$ cat src/rtl/mc_ctrl_pkg.sv
// Shared types and encodings for the RV32I multicycle control unit.
package mc_ctrl_pkg;

  typedef enum logic [3:0] {
    StFetch,
    StDecode,
    StMemAdr,
    StMemRead,
    StMemWb,
    StMemWrite,
    StExecuteR,
    StExecuteI,
    StAluWb,
    StJal,
    StBranch
  } mc_state_t;

  // ALUOp: what the ALU decoder is asked to do
  localparam logic [1:0] AluOpAdd   = 2'b00;
  localparam logic [1:0] AluOpSub   = 2'b01;
  localparam logic [1:0] AluOpFunct = 2'b10;

  localparam logic [2:0] AluCtlAdd = 3'b000;
  localparam logic [2:0] AluCtlSub = 3'b001;
  localparam logic [2:0] AluCtlAnd = 3'b010;
  localparam logic [2:0] AluCtlOr  = 3'b011;
  localparam logic [2:0] AluCtlSlt = 3'b101;

  localparam logic [1:0] ImmI = 2'b00;
  localparam logic [1:0] ImmS = 2'b01;
  localparam logic [1:0] ImmB = 2'b10;
  localparam logic [1:0] ImmJ = 2'b11;

  localparam logic [1:0] ResAluOut    = 2'b00;
  localparam logic [1:0] ResData      = 2'b01;
  localparam logic [1:0] ResAluResult = 2'b10;

  localparam logic [1:0] SrcAPc    = 2'b00;
  localparam logic [1:0] SrcAOldPc = 2'b01;
  localparam logic [1:0] SrcARs1   = 2'b10;

  localparam logic [1:0] SrcBRs2  = 2'b00;
  localparam logic [1:0] SrcBImm  = 2'b01;
  localparam logic [1:0] SrcBFour = 2'b10;

  localparam logic [6:0] OpLoad   = 7'b0000011;
  localparam logic [6:0] OpStore  = 7'b0100011;
  localparam logic [6:0] OpRType  = 7'b0110011;
  localparam logic [6:0] OpIType  = 7'b0010011;
  localparam logic [6:0] OpJal    = 7'b1101111;
  localparam logic [6:0] OpBranch = 7'b1100011;

  localparam logic [2:0] Funct3Beq = 3'b000;
  localparam logic [2:0] Funct3Bne = 3'b001;

endpackage

$ cat src/rtl/mc_alu_dec.sv
// ALU decoder: ALUOp plus instruction fields to ALUControl.
module mc_alu_dec
  import mc_ctrl_pkg::*;
(
  input  logic [1:0] alu_op_i,
  input  logic [2:0] funct3_i,
  input  logic       op5_i,
  input  logic       funct7b5_i,
  output logic [2:0] alu_control_o
);

  // Fixed add/sub for address and branch math, funct3 decode for ALU instructions
  always_comb begin
    alu_control_o = AluCtlAdd;
    case (alu_op_i)
      AluOpAdd: alu_control_o = AluCtlAdd;
      AluOpSub: alu_control_o = AluCtlSub;
      AluOpFunct: begin
        case (funct3_i)
          // only R-type (op5=1) with funct7b5 is sub; addi ignores funct7b5
          3'b000:  alu_control_o = (op5_i && funct7b5_i) ? AluCtlSub : AluCtlAdd;
          3'b010:  alu_control_o = AluCtlSlt;
          3'b110:  alu_control_o = AluCtlOr;
          3'b111:  alu_control_o = AluCtlAnd;
          default: alu_control_o = AluCtlAdd;
        endcase
      end
      default: alu_control_o = AluCtlAdd;
    endcase
  end

endmodule

$ cat src/rtl/mc_ctrl.sv
// Multicycle control unit for the RV32I core: Moore FSM sequencing the shared datapath.
// Optional MC_CTRL_MEM_WAIT_EN adds a MemReady input that stalls FETCH/MEMREAD/MEMWRITE.
module mc_ctrl
  import mc_ctrl_pkg::*;
(
  input  logic       i_mc_ctrl_clk,
  input  logic       i_mc_ctrl_rst_n,
  input  logic [6:0] i_mc_ctrl_op,
  input  logic [2:0] i_mc_ctrl_funct3,
  input  logic       i_mc_ctrl_funct7b5,
  input  logic       i_mc_ctrl_Zero,
`ifdef MC_CTRL_MEM_WAIT_EN
  input  logic       i_mc_ctrl_MemReady,
`endif
  output logic       o_mc_ctrl_PCWrite,
  output logic       o_mc_ctrl_AdrSrc,
  output logic       o_mc_ctrl_MemWrite,
  output logic       o_mc_ctrl_IRWrite,
  output logic       o_mc_ctrl_RegWrite,
  output logic [1:0] o_mc_ctrl_ResultSrc,
  output logic [1:0] o_mc_ctrl_ALUSrcA,
  output logic [1:0] o_mc_ctrl_ALUSrcB,
  output logic [2:0] o_mc_ctrl_ALUControl,
  output logic [1:0] o_mc_ctrl_ImmSrc,
  output logic       o_mc_ctrl_Illegal
);

  mc_state_t  state_q, state_d;
  logic       mem_ready;
  logic       pc_update, branch, taken;
  logic       ir_write, reg_write, mem_write, illegal;
  logic [1:0] alu_op;

`ifdef MC_CTRL_MEM_WAIT_EN
  assign mem_ready = i_mc_ctrl_MemReady;
`else
  assign mem_ready = 1'b1;
`endif

  // State register; reset parks the FSM in FETCH
  always_ff @(posedge i_mc_ctrl_clk or negedge i_mc_ctrl_rst_n) begin
    if (!i_mc_ctrl_rst_n) begin
      state_q <= StFetch;
    end else begin
      state_q <= state_d;
    end
  end

  // Next-state and Moore output decode
  always_comb begin
    state_d             = state_q;
    pc_update           = 1'b0;
    branch              = 1'b0;
    ir_write            = 1'b0;
    reg_write           = 1'b0;
    mem_write           = 1'b0;
    illegal             = 1'b0;
    o_mc_ctrl_AdrSrc    = 1'b0;
    o_mc_ctrl_ResultSrc = ResAluOut;
    o_mc_ctrl_ALUSrcA   = SrcAPc;
    o_mc_ctrl_ALUSrcB   = SrcBRs2;
    alu_op              = AluOpAdd;
    case (state_q)
      StFetch: begin
        o_mc_ctrl_ALUSrcA   = SrcAPc;
        o_mc_ctrl_ALUSrcB   = SrcBFour;
        o_mc_ctrl_ResultSrc = ResAluResult;
        ir_write            = mem_ready;
        pc_update           = mem_ready;
        if (mem_ready) state_d = StDecode;
      end
      StDecode: begin
        // OldPC + imm: branch/jump target is ready in ALUOut by the next state
        o_mc_ctrl_ALUSrcA = SrcAOldPc;
        o_mc_ctrl_ALUSrcB = SrcBImm;
        case (i_mc_ctrl_op)
          OpLoad, OpStore: state_d = StMemAdr;
          OpRType:         state_d = StExecuteR;
          OpIType:         state_d = StExecuteI;
          OpJal:           state_d = StJal;
          OpBranch:        state_d = StBranch;
          default: begin
            illegal = 1'b1;
            state_d = StFetch;
          end
        endcase
      end
      StMemAdr: begin
        o_mc_ctrl_ALUSrcA = SrcARs1;
        o_mc_ctrl_ALUSrcB = SrcBImm;
        state_d = i_mc_ctrl_op[5] ? StMemWrite : StMemRead;
      end
      StMemRead: begin
        o_mc_ctrl_ResultSrc = ResAluOut;
        o_mc_ctrl_AdrSrc    = 1'b1;
        if (mem_ready) state_d = StMemWb;
      end
      StMemWb: begin
        o_mc_ctrl_ResultSrc = ResData;
        reg_write           = 1'b1;
        state_d             = StFetch;
      end
      StMemWrite: begin
        o_mc_ctrl_ResultSrc = ResAluOut;
        o_mc_ctrl_AdrSrc    = 1'b1;
        mem_write           = 1'b1;
        if (mem_ready) state_d = StFetch;
      end
      StExecuteR: begin
        o_mc_ctrl_ALUSrcA = SrcARs1;
        o_mc_ctrl_ALUSrcB = SrcBRs2;
        alu_op            = AluOpFunct;
        state_d           = StAluWb;
      end
      StExecuteI: begin
        o_mc_ctrl_ALUSrcA = SrcARs1;
        o_mc_ctrl_ALUSrcB = SrcBImm;
        alu_op            = AluOpFunct;
        state_d           = StAluWb;
      end
      StAluWb: begin
        o_mc_ctrl_ResultSrc = ResAluOut;
        reg_write           = 1'b1;
        state_d             = StFetch;
      end
      StJal: begin
        // PC takes the target from ALUOut while the ALU forms OldPC+4 for rd
        o_mc_ctrl_ALUSrcA   = SrcAOldPc;
        o_mc_ctrl_ALUSrcB   = SrcBFour;
        o_mc_ctrl_ResultSrc = ResAluOut;
        pc_update           = 1'b1;
        state_d             = StAluWb;
      end
      StBranch: begin
        o_mc_ctrl_ALUSrcA   = SrcARs1;
        o_mc_ctrl_ALUSrcB   = SrcBRs2;
        o_mc_ctrl_ResultSrc = ResAluOut;
        alu_op              = AluOpSub;
        branch              = 1'b1;
        state_d             = StFetch;
      end
      default: state_d = StFetch;
    endcase
  end

  // Branch condition from the subtract result
  always_comb begin
    case (i_mc_ctrl_funct3)
      Funct3Beq: taken = i_mc_ctrl_Zero;
      Funct3Bne: taken = ~i_mc_ctrl_Zero;
      default:   taken = 1'b0;
    endcase
  end

  // Immediate format depends only on the opcode
  always_comb begin
    case (i_mc_ctrl_op)
      OpStore:  o_mc_ctrl_ImmSrc = ImmS;
      OpBranch: o_mc_ctrl_ImmSrc = ImmB;
      OpJal:    o_mc_ctrl_ImmSrc = ImmJ;
      default:  o_mc_ctrl_ImmSrc = ImmI;
    endcase
  end

  // Strobes are killed combinationally so an asserted reset aborts any write at once
  assign o_mc_ctrl_PCWrite  = i_mc_ctrl_rst_n & (pc_update | (branch & taken));
  assign o_mc_ctrl_IRWrite  = i_mc_ctrl_rst_n & ir_write;
  assign o_mc_ctrl_RegWrite = i_mc_ctrl_rst_n & reg_write;
  assign o_mc_ctrl_MemWrite = i_mc_ctrl_rst_n & mem_write;
  assign o_mc_ctrl_Illegal  = i_mc_ctrl_rst_n & illegal;

  mc_alu_dec u_alu_dec (
    .alu_op_i      (alu_op),
    .funct3_i      (i_mc_ctrl_funct3),
    .op5_i         (i_mc_ctrl_op[5]),
    .funct7b5_i    (i_mc_ctrl_funct7b5),
    .alu_control_o (o_mc_ctrl_ALUControl)
  );

endmodule

$ cat config.mk
export PLATFORM = sky130hd
export DESIGN_NAME = mc_ctrl
export DESIGN_NICKNAME = d
export VERILOG_FILES = /design/src/rtl/mc_ctrl_pkg.sv /design/src/rtl/mc_alu_dec.sv /design/src/rtl/mc_ctrl.sv
export SDC_FILE = /design/constraint.sdc
export NUM_CORES = 1
export LEC_CHECK = 0
export BUFFER_PORTS_ARGS = -buffer_cell sky130_fd_sc_hd__buf_2
export CAP_MARGIN = 30
export CORE_AREA = 2 2 39 41
export CTS_CLUSTER_SIZE = 40
export DETAILED_ROUTE_END_ITERATION = 16
export DIE_AREA = 0 0 41 43
export PLACE_DENSITY = 0.73
export SETUP_SLACK_MARGIN = 0.5
export SYNTH_ARGS = -nofsm -noshare
export SYNTH_HDL_FRONTEND = slang
export SYNTH_SLANG_ARGS = --single-unit
$ cat constraint.sdc
create_clock -name i_mc_ctrl_clk -period 3.9 [get_ports i_mc_ctrl_clk]
set_input_delay 0.195 -clock i_mc_ctrl_clk [delete_from_list [all_inputs] [get_ports i_mc_ctrl_clk]]
set_output_delay 0.195 -clock i_mc_ctrl_clk [all_outputs]
set_load 0.03 [all_outputs]
Word-level counts from Yosys, hierarchy flattened
Cells that the tools add are included.
Widths: inputs -> output; s select.
{"block": "totals", "reg_bits": 4, "latch_bits": 0, "ramBits": 0, "mem_bits_ro": 0, "output_inout_bits": 17, "wordCells": 64, "memories": 0}
{"block": "op_classes", "addsub": 0, "mul": 0, "div_mod_pow": 0, "magnitude_cmp": 0, "eq_ne": 22, "n_shift": 0, "n_mux": 20, "bitwise": 8, "reduce_logical": 13}
{"operator": "$pmux 4 s5", "count": 2}
{"operator": "$eq 4x3->1 const B", "count": 4}
{"operator": "$pmux 2 s2", "count": 4}
{"operator": "$eq 7x6->1 const B", "count": 2}
{"operator": "$eq 7x7->1 const B", "count": 2}
{"operator": "$eq 4x4->1 const B", "count": 3}
{"operator": "$pmux 3 s4", "count": 1}
{"operator": "$reduce_or 2->1", "count": 6}
{"operator": "$mux 1", "count": 9}
{"operator": "$eq 4x2->1 const B", "count": 2}
{"operator": "$eq 7x2->1 const B", "count": 1}
{"operator": "$eq 7x5->1 const B", "count": 1}
{"operator": "$and 1x1->1", "count": 6}
{"operator": "$eq 3x3->1 const B", "count": 2}
{"operator": "$pmux 2 s3", "count": 1}
{"operator": "$pmux 3 s2", "count": 1}
{"operator": "$reduce_or 3->1", "count": 2}
{"operator": "$reduce_or 6->1", "count": 1}
{"operator": "$eq 4x1->1 const B", "count": 1}
{"operator": "$logic_not 4->1", "count": 1}
{"operator": "$reduce_or 4->1", "count": 1}
{"operator": "$eq 3x1->1 const B", "count": 1}
{"operator": "$eq 3x2->1 const B", "count": 1}
{"operator": "$logic_not 3->1", "count": 1}
{"operator": "7 further kinds", "count": 7}

Longest topological paths before layout
{"block": "depth", "ltp_word": 5, "ltp_mapped": 7}

Hierarchy
A second synthesis with hierarchy kept.
{"block": "hier_totals", "hier_cells": 71, "hier_area_um2": 581.8}
{"mod": "mc_ctrl", "instances": 1, "cells_per_inst": 60, "area_per_inst_um2": 485.5, "seq_area_each_um2": 100.1}
{"mod": "mc_alu_dec", "instances": 1, "cells_per_inst": 11, "area_per_inst_um2": 96.3, "seq_area_each_um2": 0.0}

Worst setup path after synthesis
OpenSTA, ideal clock, no wires.
{"block": "synth_path", "path_kind": "flip-flop to output port", "start": "reg state_q[2]", "end": "out o_mc_ctrl_ALUControl[1]", "t_arrival_ns": 2.034, "setup_slack_ns": 1.671, "path_stages_with_launch": 6, "n_path_buf": 1, "cell_sequence": "dfrtp_1 > buf_6 > nand2b_4 > or3b_4 > ha_1 > nor3_1"}
{"block": "synth_between", "elab_chain_cells": 5}
{"element": "from (decl)", "line": "mc_ctrl.sv:28", "source": "mc_state_t state_q, state_d;"}
{"element": "from (signal assigned)", "line": "mc_ctrl.sv:43", "source": "state_q <= StFetch;"}
{"element": "from (signal assigned)", "line": "mc_ctrl.sv:45", "source": "state_q <= state_d;"}
{"element": "$eq 4x3->1", "line": "mc_ctrl.sv:63", "source": "case (state_q)"}
{"element": "$reduce_or 2->1 (no line)"}
{"element": "$pmux 2 s2 *", "line": "mc_ctrl.sv:63"}
{"element": "$eq 2x2->1 or $eq 2x1->1 (tied branches)", "line": "mc_alu_dec.sv:15", "source": "case (alu_op_i)"}
{"element": "$pmux 3 s2 *", "line": "mc_alu_dec.sv:15"}
{"element": "to (decl)", "line": "mc_ctrl.sv:23", "source": "output logic [2:0] o_mc_ctrl_ALUControl,"}
Mark *: on every way between the ends. The rest lies on a longest branch, timed or not.

Worst setup path in the final report
Ends and elaborated chain as after synthesis.

==> results.json <==
{
  "status": "finished, final reports clean",
  "grt_use_total_pct": 16.3,
  "power_leakage_nw": 0.375,
  "grt_max_degree": 13,
  "worst_ep_required_time_ns": 3.70,
  "clockBufferDepth": 2,
  "async_reset_ff_share_pct": 100,
  "first_iter_violations": 10,
  "dr_total_vias": 601,
  "ys_ff_latch": 4,
  "mostFrequentLayoutCells": "30 x buf_2, 10 x nor2_1, 7 x nand2_1",
  "dieArea_um2": 1760,
  "fin_setup_tns_ns": 0,
  "reg_top3": "state_q x4",
  "rsz0062_at_grt": "false",
  "wl_per_cell_um": 10.5,
  "maxSlewHeadroom_pct": 74.2,
  "routabilityCongestion": 0.797,
  "fmax_ghz": 0.446,
  "r2r_end": "state_q[0]",
  "h-tree-depth": 1,
  "numCtsBuffers": 3,
  "hold_viol": 0,
  "largest_register": "state_q",
  "peakVddDrop_uv": 165,
  "powerDensity_nw_per_um2": 447,
  "cts.sinks": 4,
  "synth_area_per_cell_um2": 7.37,
  "placed_cell_area_um2": 667,
  "worstMarginPinSlew_ns": 0.387,
  "start_util_pct": 37.8,
  "placementRows": 14,
  "fin_crit_ns": 2.24,
  "synth_edf_count": 0,
  "antennaDiodeCount": 0,
  "syn_to_final_growth_pct": 33.7,
  "reg2reg_from": "state_q[0]",
  "worstPathArrival_ns": 2.05,
  "holdPathEnd": "state_q[0]",
  "via_per_inst": 5.14,
  "worstPathMaxFanout": 10,
  "hold-worst-slack_ns": 0.232,
  "netlist_area_um2": 523,
  "cts_tree": "built",
  "chipWidth_um": 41,
  "drive_gt1_share_pct": 36.6,
  "maxCapViolations": 0,
  "synth_fp_nets": 87,
  "io_buffers": 30,
  "drt_first_pass_iters": 4,
  "dp_hpwl_um": 1010,
  "clk_pin_slew_worst_paths_ns": 0.04,
  "reg2reg_slack_ns": 2.49,
  "worstSetupPathType": "register to primary output",
  "synth_top_cell_area_share_pct": 19.1,
  "drcViolationCount": 0,
  "rr_worst_depth": 4,
  "overflow": 0,
  "period_share_pct": 57.5,
  "synth_flop_cell": "dfrtp_1",
  "fin_skew_ns": 0.00697,
  "hold_depth": 2,
  "antenna_found_initial": 0,
  "final_area_um2": 699,
  "end_kind": "primary output",
  "largest_reg_flops": 4,
  "yosys-top-cells-area": "dfrtp_1 19%, nor2_1 7.2%, nand2_1 5.0%",
  "yosys_warnings": 0,
  "drtAntennaViolNets": 0,
  "drt-total-wl_um": 1220,
  "synth_cells": 71,
  "chipHeight_um": 43,
  "layout_commonest_cell": "buf_2",
  "yosysSeqAreaShare_pct": 19.1,
  "setup_viol": 0,
  "fillCellCount": 151,
  "holdCritStartpoint": "i_mc_ctrl_op[5]",
  "hp-class": "input pin to register",
  "synth_cell_types": 34,
  "insertion_delay_ns": 0.24,
  "grt_pass1_vias": 480,
  "maxSlewViolCount": 0,
  "start_kind": "register",
  "io_pins": 31,
  "final_nets": 119,
  "grt_pass1_wl_um": 1970,
  "core-area_um2": 1380,
  "synth_top_area_cell": "dfrtp_1",
  "root_buffer": "clkbuf_4"
}
## logic make-up after synthesis
kind of cell / after synthesis / share of synthesized area [%]
compound gates: 13 / 17.0
flops: 4 / 19.1
fa+ha+maj: 2 / 4.78
simple gates: 39 / 42.8
xor+xnor: 5 / 8.37
buf+inv: 8 / 7.89
## per-layer routing
| layer | routed length [um] | global-route usage, % | up-vias |
|---|---|---|---|
| li1 | - | - | 311 |
| met1 | 575 | 22.7 | 265 |
| met2 | 558 | 22.2 | 23 |
| met3 | 74 | 3.14 | 2 |
| met4 | 15 | 10.0 | 0 |
| met5 | 0 | 0 | - |
## report_power, final
group / total (mW) / internal [mW] / switching (mW)
Combinational: 0.192 / 0.0663 / 0.126
Sequential: 0.0694 / 0.0484 / 0.0210
Clock: 0.0510 / 0.0344 / 0.0167
Total: 0.313 / 0.149 / 0.164
## through the flow
stage | instances | utilization (%) | total power [mW] | setup slack, ns
after floorplan | 71 | - | 0.211 | 1.67
after global placement | 113 | 48.2 | 0.262 | 1.95
after detailed placement | 113 | 48.2 | 0.262 | 1.92
after CTS | 117 | 50.5 | 0.318 | 1.66
after global routing | 117 | 50.5 | 0.339 | 1.56
final | 117 | 50.5 | 0.313 | 1.66
## timing repair
action | 4_1_cts | 5_1_grt
hold buffers | 1 | 0
endpoints found under the hold margin | 4 | 0
setup buffers | 0 | 0
resized for setup | 0 | 0
## cells in the mapped netlist (2+ instances only)
master / number
nor2b_1: 2
nand2_1: 7
nand3_1: 2
dfrtp_1: 4
o21a_1: 2
nor2_1: 10
a31oi_1: 2
o21ai_0: 2
xor2_1: 2
nor3_1: 4
ha_1: 2
o31ai_1: 2
a21oi_1: 2
nor3b_1: 2
clkbuf_1: 2
inv_1: 4
xnor2_1: 3
## how the worst max path moves through the flow
stage               start                 endpoint  slack, ns  depth (start not counted)
6_report       state_q[2]  o_mc_ctrl_ALUControl[1]       1.66                          5
5_1_grt        state_q[2]  o_mc_ctrl_ALUControl[1]       1.56                          5
4_1_cts        state_q[2]  o_mc_ctrl_ALUControl[1]       1.66                          5
3_5_place_dp   state_q[2]  o_mc_ctrl_ALUControl[1]       1.92                          5
3_3_place_gp   state_q[2]  o_mc_ctrl_ALUControl[1]       1.95                          5
2_1_floorplan  state_q[2]  o_mc_ctrl_ALUControl[1]       1.67                          5
## critical path: stages (launching register included)
cell and delay, ns:
dfrtp_1 0.48, nand2b_4 0.21, or3b_4 0.42, ha_1 0.32, nor3_1 0.16, buf_2 0.22
## area by class of cell
| type | instances | area, um2 | area share [%] |
|---|---|---|---|
| Multi-Input combinational cell | 59 | 382 | 54.6 |
| Timing Repair Buffer | 31 | 160 | 22.9 |
| Sequential cell | 4 | 100 | 14.3 |
| Clock buffer | 3 | 22.5 | 3.22 |
| Tap cell | 16 | 20.0 | 2.86 |
| Inverter | 4 | 15.0 | 2.15 |
Note: power is estimated with default switching activity, not from simulation.
